$ cat src/rtl/store_buffer_pkg.sv
// store_buffer_pkg
//   Shared definitions for the store buffer: data-memory addrmode encodings,
//   default sizing and the packed entry layout {addr, data, addrmode}.
//   The entry typedef uses the default widths. The RTL modules build the
//   same layout as a flat vector so that ADDRESS_WIDTH and DATA_WIDTH can be
//   overridden per instance.
package store_buffer_pkg;

    localparam int SB_ADDRESS_WIDTH = 32;
    localparam int SB_DATA_WIDTH    = 32;
    localparam int SB_DEPTH         = 4;
    localparam int AM_W             = 3;

    // Data-memory addrmode encodings (loads and stores share the code space).
    localparam logic [AM_W-1:0] AM_BYTE   = 3'b000;   // LB / SB
    localparam logic [AM_W-1:0] AM_HALF   = 3'b001;   // LH / SH
    localparam logic [AM_W-1:0] AM_WORD   = 3'b010;   // LW / SW
    localparam logic [AM_W-1:0] AM_BYTE_U = 3'b100;   // LBU
    localparam logic [AM_W-1:0] AM_HALF_U = 3'b101;   // LHU

    typedef struct packed {
        logic [SB_ADDRESS_WIDTH-1:0] addr;
        logic [SB_DATA_WIDTH-1:0]    data;
        logic [AM_W-1:0]             addrmode;
    } entry_t;

endpackage

$ cat src/rtl/sb_fifo.sv
// sb_fifo
//   Entry storage for the store buffer: a DEPTH-deep FIFO of packed
//   {addr, data, addrmode} entries with per-entry valid bits, read/write
//   pointers and an occupancy count.
// Ports
//   clk, rst_n   : clock, asynchronous active-low reset
//   push, push_entry : write one entry at the tail (caller guarantees !full)
//   pop          : retire the head entry (caller guarantees !empty)
//   head_entry   : current head entry (always driven, zero after reset)
//   entry_word   : word address (addr[AW-1:2]) of every slot, for hazard compare
//   entry_valid  : per-slot valid bits
//   count, empty, full : occupancy
module sb_fifo
    import store_buffer_pkg::*;
#(
    parameter int ADDRESS_WIDTH = SB_ADDRESS_WIDTH,
    parameter int DATA_WIDTH    = SB_DATA_WIDTH,
    parameter int DEPTH         = SB_DEPTH
) (
    input  logic                                          clk,
    input  logic                                          rst_n,
    input  logic                                          push,
    input  logic [ADDRESS_WIDTH+DATA_WIDTH+AM_W-1:0]      push_entry,
    input  logic                                          pop,
    output logic [ADDRESS_WIDTH+DATA_WIDTH+AM_W-1:0]      head_entry,
    output logic [ADDRESS_WIDTH-3:0]                      entry_word [DEPTH],
    output logic [DEPTH-1:0]                              entry_valid,
    output logic [$clog2(DEPTH):0]                        count,
    output logic                                          empty,
    output logic                                          full
);

    localparam int PTR_W   = $clog2(DEPTH);
    localparam int CNT_W   = PTR_W + 1;
    localparam int ENTRY_W = ADDRESS_WIDTH + DATA_WIDTH + AM_W;
    // Bit position of the address field's LSB+2 inside a packed entry.
    localparam int WORD_LSB = DATA_WIDTH + AM_W + 2;

    logic [ENTRY_W-1:0] mem_reg [DEPTH];
    logic [DEPTH-1:0]   valid_reg;
    logic [PTR_W-1:0]   wr_ptr_reg, wr_ptr_next;
    logic [PTR_W-1:0]   rd_ptr_reg, rd_ptr_next;
    logic [CNT_W-1:0]   count_reg, count_next;

    always_comb begin
        wr_ptr_next = wr_ptr_reg;
        rd_ptr_next = rd_ptr_reg;
        count_next  = count_reg;
        if (push) wr_ptr_next = wr_ptr_reg + 1'b1;   // wraps modulo DEPTH
        if (pop)  rd_ptr_next = rd_ptr_reg + 1'b1;
        if (push && !pop)      count_next = count_reg + 1'b1;
        else if (pop && !push) count_next = count_reg - 1'b1;
    end

    always_ff @(posedge clk or negedge rst_n) begin
        if (!rst_n) begin
            wr_ptr_reg <= '0;
            rd_ptr_reg <= '0;
            count_reg  <= '0;
            valid_reg  <= '0;
            for (int i = 0; i < DEPTH; i++) begin
                mem_reg[i] <= '0;
            end
        end else begin
            wr_ptr_reg <= wr_ptr_next;
            rd_ptr_reg <= rd_ptr_next;
            count_reg  <= count_next;
            for (int i = 0; i < DEPTH; i++) begin
                // Push and pop never target the same slot in one cycle:
                // that would need the buffer to be both empty and full.
                if (push && wr_ptr_reg == PTR_W'(i)) begin
                    mem_reg[i]   <= push_entry;
                    valid_reg[i] <= 1'b1;
                end else if (pop && rd_ptr_reg == PTR_W'(i)) begin
                    valid_reg[i] <= 1'b0;
                end
            end
        end
    end

    generate
        for (genvar gi = 0; gi < DEPTH; gi++) begin : g_slot
            assign entry_word[gi] = mem_reg[gi][ENTRY_W-1:WORD_LSB];
        end
    endgenerate

    assign entry_valid = valid_reg;
    assign head_entry  = mem_reg[rd_ptr_reg];
    assign count       = count_reg;
    assign empty       = (count_reg == '0);
    assign full        = (count_reg == CNT_W'(DEPTH));

endmodule

$ cat src/rtl/store_buffer.sv
// store_buffer
//   Decouples core stores from the single data-memory port. Stores are
//   queued in order and drained whenever the port is not taken by a load.
//   A load whose word address matches any buffered store is stalled until
//   that store has drained (the stalled load never blocks draining).
// Ports
//   clk, rst_n                          : clock, asynchronous active-low reset
//   st_valid/st_ready, st_addr, st_data, st_addrmode : store request
//   ld_req, ld_addr, ld_addrmode, ld_stall          : load request / hazard stall
//   mem_we, mem_addr, mem_wdata, mem_addrmode, mem_selectbytes : data memory
//   count                               : occupied entries
module store_buffer
    import store_buffer_pkg::*;
#(
    parameter int ADDRESS_WIDTH = SB_ADDRESS_WIDTH,
    parameter int DATA_WIDTH    = SB_DATA_WIDTH,
    parameter int DEPTH         = SB_DEPTH
) (
    input  logic                     clk,
    input  logic                     rst_n,
    input  logic                     st_valid,
    output logic                     st_ready,
    input  logic [ADDRESS_WIDTH-1:0] st_addr,
    input  logic [DATA_WIDTH-1:0]    st_data,
    input  logic [2:0]               st_addrmode,
    input  logic                     ld_req,
    input  logic [ADDRESS_WIDTH-1:0] ld_addr,
    input  logic [2:0]               ld_addrmode,
    output logic                     ld_stall,
    output logic                     mem_we,
    output logic [ADDRESS_WIDTH-1:0] mem_addr,
    output logic [DATA_WIDTH-1:0]    mem_wdata,
    output logic [2:0]               mem_addrmode,
    output logic [1:0]               mem_selectbytes,
    output logic [$clog2(DEPTH):0]   count
);

    localparam int ENTRY_W = ADDRESS_WIDTH + DATA_WIDTH + AM_W;

    logic                     push, pop;
    logic [ENTRY_W-1:0]       push_entry, head_entry;
    logic [ADDRESS_WIDTH-3:0] entry_word [DEPTH];
    logic [DEPTH-1:0]         entry_valid;
    logic [DEPTH-1:0]         match;
    logic                     empty, full;
    logic                     load_grant;

    logic [ADDRESS_WIDTH-1:0] head_addr;
    logic [DATA_WIDTH-1:0]    head_data;
    logic [AM_W-1:0]          head_addrmode;

    assign st_ready   = !full;
    assign push       = st_valid && !full;
    assign push_entry = {st_addr, st_data, st_addrmode};

    sb_fifo #(
        .ADDRESS_WIDTH(ADDRESS_WIDTH),
        .DATA_WIDTH   (DATA_WIDTH),
        .DEPTH        (DEPTH)
    ) u_fifo (
        .clk        (clk),
        .rst_n      (rst_n),
        .push       (push),
        .push_entry (push_entry),
        .pop        (pop),
        .head_entry (head_entry),
        .entry_word (entry_word),
        .entry_valid(entry_valid),
        .count      (count),
        .empty      (empty),
        .full       (full)
    );

    assign {head_addr, head_data, head_addrmode} = head_entry;

    // Word-granular hazard check against entries already in the buffer; a
    // store arriving in the same cycle is not yet visible here.
    generate
        for (genvar gi = 0; gi < DEPTH; gi++) begin : g_match
            assign match[gi] = entry_valid[gi] &&
                               (entry_word[gi] == ld_addr[ADDRESS_WIDTH-1:2]);
        end
    endgenerate

    assign ld_stall   = ld_req && (|match);
    assign load_grant = ld_req && !ld_stall;

    // Port arbitration: granted load, else drain head, else idle.
    always_comb begin
        pop          = 1'b0;
        mem_we       = 1'b0;
        mem_addr     = ld_addr;
        mem_addrmode = ld_addrmode;
        if (!load_grant && !empty) begin
            pop          = 1'b1;
            mem_we       = 1'b1;
            mem_addr     = head_addr;
            mem_addrmode = head_addrmode;
        end
    end

    assign mem_wdata       = head_data;
    assign mem_selectbytes = mem_addr[1:0];

endmodule

$ cat config.mk
export PLATFORM = sky130hd
export DESIGN_NAME = store_buffer
export DESIGN_NICKNAME = d
export VERILOG_FILES = /design/src/rtl/store_buffer_pkg.sv /design/src/rtl/sb_fifo.sv /design/src/rtl/store_buffer.sv
export SDC_FILE = /design/constraint.sdc
export NUM_CORES = 1
export LEC_CHECK = 0
export CORE_ASPECT_RATIO = 0.8
export CORE_UTILIZATION = 47
export CTS_CLUSTER_DIAMETER = 50
export DETAILED_ROUTE_END_ITERATION = 16
export PLACE_DENSITY = 0.81
export SLEW_MARGIN = 30
export SYNTH_ARGS = -nofsm -noshare
export SYNTH_HDL_FRONTEND = slang
export SYNTH_SLANG_ARGS = --single-unit
$ cat constraint.sdc
create_clock -name clk -period 2.6 [get_ports clk]
set_input_delay 0.26 -clock clk [delete_from_list [all_inputs] [get_ports clk]]
set_output_delay 0.26 -clock clk [all_outputs]
set_load 0.005 [all_outputs]
== Word level (Yosys, flattened, before mapping) ==
Index checks and enable logic that the tools add are counted.
Widths: inputs -> output; s select.
Storage, ports and cells
  output and inout bits: 75
  register bits after elaboration: 279
  input bits: 106
  logic and storage cells: 77
Operators by class
  bitwise gates (word level): 1
  reduce and logical (&&, ||, !) cells: 33
  add/sub/neg operators: 4
  magnitude comparators: 1
  muxes and demuxes: 16
  equal/unequal tests: 11
Operator list (number)
  $bmux 67 s2: 1
  $mux 67: 2
  $eq 30x30->1: 4
  $mux 32: 1
  $logic_and 1x1->1: 18
  $reduce_bool 2->1: 5
  $mux 1: 9
  $mux 3: 3
  $eq 2x2->1 const B: 4
  $logic_not 1->1: 6
  $add 2x1->2 const B: 2
  $eq 2x1->1 const B: 2
  $logic_not 2->1: 2
  $reduce_or 4->1: 1
  $add 3x1->3 const B: 1
  $eq 3x3->1 const B: 1
  $ge 3x3->1 const B: 1
  $logic_not 3->1: 1
  $not 2->3: 1
  $sub 3x1->3 const B: 1

== Logic depth before layout (Yosys ltp) ==
  depth in word-level cells: 12
  gate-level depth with buffers: 15

== Hierarchy ==
A second synthesis with hierarchy kept.
Unflattened totals
  cell total of the unflattened synthesis: 1061
  area, all modules: 15240.9 sq um
By module, submodules not included
  sb_fifo: area each 13056.3 sq um, instances 1, cells each 825
  store_buffer: area each 2184.6 sq um, instances 1, cells each 236

== Worst setup path before layout ==
No wires, ideal clock.
  path type: input-to-reg
  start: input ld_addr[15]
  end: register u_fifo.count_reg[1], in the netlist u_fifo.count[1]
  data arrival time: 2.546 ns
  path buffers: 3
  data required time: 2.475 ns
  cell stages on the path: 13
  library setup time: 0.125 ns
  slack: -0.071 ns
  cells stage by stage: buf_2 > xnor2_1 > nand4_1 > nor4_1 > a22oi_1 > a31oi_2 > buf_6 > buf_8 > inv_1 > ha_1 > inv_1 > fa_1 > mux2_2
On the way
  word-level cells in the longest chain between the ends: 12
  elaborated cells between the ends (all ways): 20
  those cells by class: eq/ne (4); mux (2); reduce/logical (14)
Ends and longest elaborated chain
  from (decl): RTL line store_buffer.sv:27  | input logic [ADDRESS_WIDTH-1:0] ld_addr,
  $eq 30x30->1: RTL line store_buffer.sv:81  | (entry_word[gi] == ld_addr[ADDRESS_WIDTH-1:2]);
  $logic_and 1x1->1: RTL line store_buffer.sv:80  | assign match[gi] = entry_valid[gi] &&
  $reduce_or 4->1 *: RTL line store_buffer.sv:85  | assign ld_stall = ld_req && (|match);
  $logic_and 1x1->1 *: RTL line store_buffer.sv:85
  $logic_not 1->1 *: RTL line store_buffer.sv:86  | assign load_grant = ld_req && !ld_stall;
  $logic_and 1x1->1 *: RTL line store_buffer.sv:86
  $logic_not 1->1 *: RTL line store_buffer.sv:94  | if (!load_grant && !empty) begin
  $logic_and 1x1->1 *: RTL line store_buffer.sv:94
  $mux 1 *
  net mem_we: RTL line store_buffer.sv:30  | output logic mem_we,
  $logic_not 1->1 *: RTL line sb_fifo.sv:51  | if (push && !pop) count_next = count_reg + 1'b1;
  $logic_and 1x1->1 *: RTL line sb_fifo.sv:51
  $mux 3 *: RTL line sb_fifo.sv:51
  net u_fifo.count_next[1]: RTL line sb_fifo.sv:43  | logic [CNT_W-1:0] count_reg, count_next;
  to (signal assigned): RTL line sb_fifo.sv:67  | count_reg <= count_next;
  to (decl): RTL line sb_fifo.sv:43
The timed path passes the listed nets; every way through them passes the cells marked *.
A chain may end at the register's enable or synchronous reset.

== Final worst setup path ==
  start: input ld_addr[31]
  end: output mem_addr[22]
On the way
  word-level cells in the longest chain between the ends: 9
  elaborated cells between the ends (all ways): 15
  those cells by class: eq/ne (4); mux (1); reduce/logical (10)
Ends and longest elaborated chain
  $eq 30x30->1: RTL line store_buffer.sv:81
  $logic_and 1x1->1: RTL line store_buffer.sv:80
  $reduce_or 4->1 *: RTL line store_buffer.sv:85
  $logic_and 1x1->1 *: RTL line store_buffer.sv:85
  $logic_not 1->1 *: RTL line store_buffer.sv:86
  $logic_and 1x1->1 *: RTL line store_buffer.sv:86
  $logic_not 1->1 *: RTL line store_buffer.sv:94
  $logic_and 1x1->1 *: RTL line store_buffer.sv:94
  $mux 32 *: RTL line store_buffer.sv:94
  to (decl): RTL line store_buffer.sv:31  | output logic [ADDRESS_WIDTH-1:0] mem_addr,
Every way passes the cells marked *; elsewhere a longest branch is shown, timed or not.

==> out/metrics.yaml <==
yosysWarningCount: 0
clock.fmax_mhz: 276
violations: "negative setup slack"
cp.required_ns: 2.34
powerDensity_nw_per_um2: 1330
cp-end-kind: "primary output"
core-area_sq_um: 29300
cts_root_buf: "clkbuf_16"
slew_headroom_pct: 60.0
nFillCells: 2065
fp.dieW_um: 195
synth_cells: 938
worstPathCellList: "clkdlybuf4s50_1, buf_4, xnor2_1, buf_4, nand3_1, nor4_4, a22oi_2, a31oi_4, buf_4, clkbuf_16, mux2_2, clkdlybuf4s50_1"
antenna_found_initial: 1
finalPower_mw: 25.7
slew_viol_final: 0
ff2ff_setup_slack_ns: -0.73
initialDrtViolationCount: 617
place_ws_ns: -0.991
cp.arrival_ns: 3.36
cap_violations: 0
skew_ns: 0.0243
cp_slowest_cell: "clkdlybuf4s50_1"
numCtsBuffers: 31
syn2layout_area_growth_pct: 38.0
multi_input_area_sq_um: 6920
row_count: 56
p_leak_nw: 8.37
crit_type: "in -> out"
cts_max_level: 1
synth.distinct_cells: 29
worst_slew_pin_slew_ns: 0.600
io_pins: 181
slowest_delay_ns: 0.50
drive_above_1_share_pct: 53.5
hold_viol: 0
cp_top_family: "buffers and inverters"
rr_endpoint: "u_fifo.count[1]$_DFFE_PN0P_"
cts.sinks: 279
start_util_pct: 47.7
whs_ns: 0.304
viasPerCell: 5.66
hp-class: "in -> async"
max-clock-path-buffers: 3
synth-seq-cells: 279
setup_viol: 43
path_buf_inv: 6
rsz0062_at_grt: "yes"
dieArea_sq_um: 30400
r2r_start: "u_fifo.entry_word[45]$_DFFE_PN0P_"
portBuffers: 180
crit_top_cell: "buf_4"
period_needed_ns: 3.62
critPathLaunchType: "input port"
grt_util_all_layers_pct: 25.4
status: "finished, violations left"
layout_commonest_cell: "mux2_2"
seq_area_frac_synth_pct: 50.0
fp.dieH_um: 156
layout_common_cells: "mux2_2 (281), dfrtp_1 (276), buf_4 (154)"
reg2reg_depth: 15
overflow: 0
syn_avg_cell_area_sq_um: 14.9
setup_ws_ns: -1.02
vias: 9494
nets: 1393
timing.final.crit_share_pct: 139
post-route-drc-count: 0
grt_pass1_wl_um: 58300
largest_register_ffs: 148
wl_per_cell_um: 23.3
synth.cell_area_sq_um: 14000
seqCellArea_sq_um: 6990
clkTransAtPathRegs_ns: 0.06
syn-num-nets: 1054
ir_drop_uv: 595
path_max_fanout: 6
grt_start_max_net_pins: 78
hpwl_um: 25900
grt_pass1_vias: 9910
globalplace.congestion: 0.982
routed_wl_um: 39100
drt_first_pass_iters: 5
drtAntennaViolNets: 0
cts_tree: "yes"
clk-insertion-delay-late_ns: 0.55
-- what timing repair did --
| item | 4_1_cts | 5_1_grt |
|---|---|---|
| resized for setup | 164 | 90 |
| hold buffers | 1 | 0 |
| setup buffers | 22 | 22 |
| cloned | 4 | 2 |
| endpoints found under the hold margin | 73 | 0 |
| pin swaps | 8 | 17 |
| endpoints found under the setup margin | 71 | 65 |
-- routing by layer --
layer	GRT usage, %	routed length [um]	vias to the layer above
li1	-	-	4104
met1	35.8	16700	4979
met2	39.5	18300	343
met3	6.10	3120	68
met4	6.31	955	0
met5	0	0	-
-- area by class of cell --
cell class | instances | share of cell area, %
clock inverter | 11 | 0.636
timing repair buffer | 387 | 19.9
tap | 377 | 2.45
multi-input combinational | 572 | 35.9
clock buffer | 45 | 4.66
inverter | 6 | 0.130
antenna | 1 | 0.0130
sequential | 279 | 36.3
-- how the worst max path moves through the flow --
stage	start	depth (start not counted)	end	slack (ns)
after floorplan	ld_addr[14]	13	u_fifo.count[1]$_DFFE_PN0P_	0.002
after global placement	ld_addr[26]	10	mem_addr[28]	-0.89
after detailed placement	ld_addr[3]	10	mem_addr[13]	-0.99
after CTS	u_fifo.entry_word[5]$_DFFE_PN0P_	10	mem_addr[4]	-0.89
after global routing	u_fifo.entry_word[55]$_DFFE_PN0P_	9	mem_addr[17]	-1.14
final	ld_addr[31]	12	mem_addr[22]	-1.02
-- power by group --
part | internal, mW | switching (mW) | leakage [nW]
logic | 8.22 | 4.88 | 4.58
registers | 6.62 | 1.57 | 3.31
clock network | 2.59 | 1.80 | 0.490
-- through the flow --
step | util [%] | instances | cell area [sq um] | TNS, ns
3_3_place_gp | 59.2 | 1578 | 17300 | -35.54
4_1_cts | 64.7 | 1661 | 18900 | -28.50
3_5_place_dp | 59.2 | 1578 | 17300 | -39.87
6_report | 65.8 | 1678 | 19300 | -35.27
5_1_grt | 65.8 | 1677 | 19300 | -39.97
2_1_floorplan | - | 938 | 14000 | 0
-- synthesized netlist by cell type --
| master | n | area share [%] |
|---|---|---|
| a21boi_0 | 1 | 0.054 |
| a21oi_1 | 4 | 0.14 |
| a22oi_1 | 2 | 0.11 |
| a31oi_2 | 1 | 0.090 |
| a41oi_1 | 4 | 0.25 |
| and2_1 | 1 | 0.045 |
| buf_1 | 19 | 0.51 |
| buf_2 | 45 | 1.6 |
| buf_4 | 4 | 0.22 |
| buf_6 | 1 | 0.081 |
| buf_8 | 1 | 0.11 |
| clkbuf_1 | 11 | 0.30 |
| dfrtp_1 | 279 | 50 |
| fa_1 | 1 | 0.14 |
| ha_1 | 9 | 0.81 |
| inv_1 | 6 | 0.16 |
| mux2_1 | 7 | 0.56 |
| mux2_2 | 298 | 24 |
| mux4_2 | 67 | 11 |
| nand2_1 | 6 | 0.16 |
| nand3_1 | 5 | 0.18 |
| nand4_1 | 28 | 1.3 |
| nor2_1 | 2 | 0.054 |
| nor3_1 | 1 | 0.036 |
| nor4_1 | 8 | 0.36 |
| o21ai_0 | 1 | 0.036 |
| or3_1 | 1 | 0.045 |
| xnor2_1 | 123 | 7.7 |
| xor2_1 | 2 | 0.13 |
-- cell families after synthesis --
group	count (synthesis)	share of synthesized area, %
multiplexers	372	35.4
flip-flops	279	50.0
XOR/XNOR	125	7.84
buffers and inverters	87	2.98
AND/OR/NAND/NOR	52	2.13
AO/OA/AOI/OAI	13	0.681
adder cells (fa/ha/maj)	10	0.950
Power figures use the tool's default switching activity.
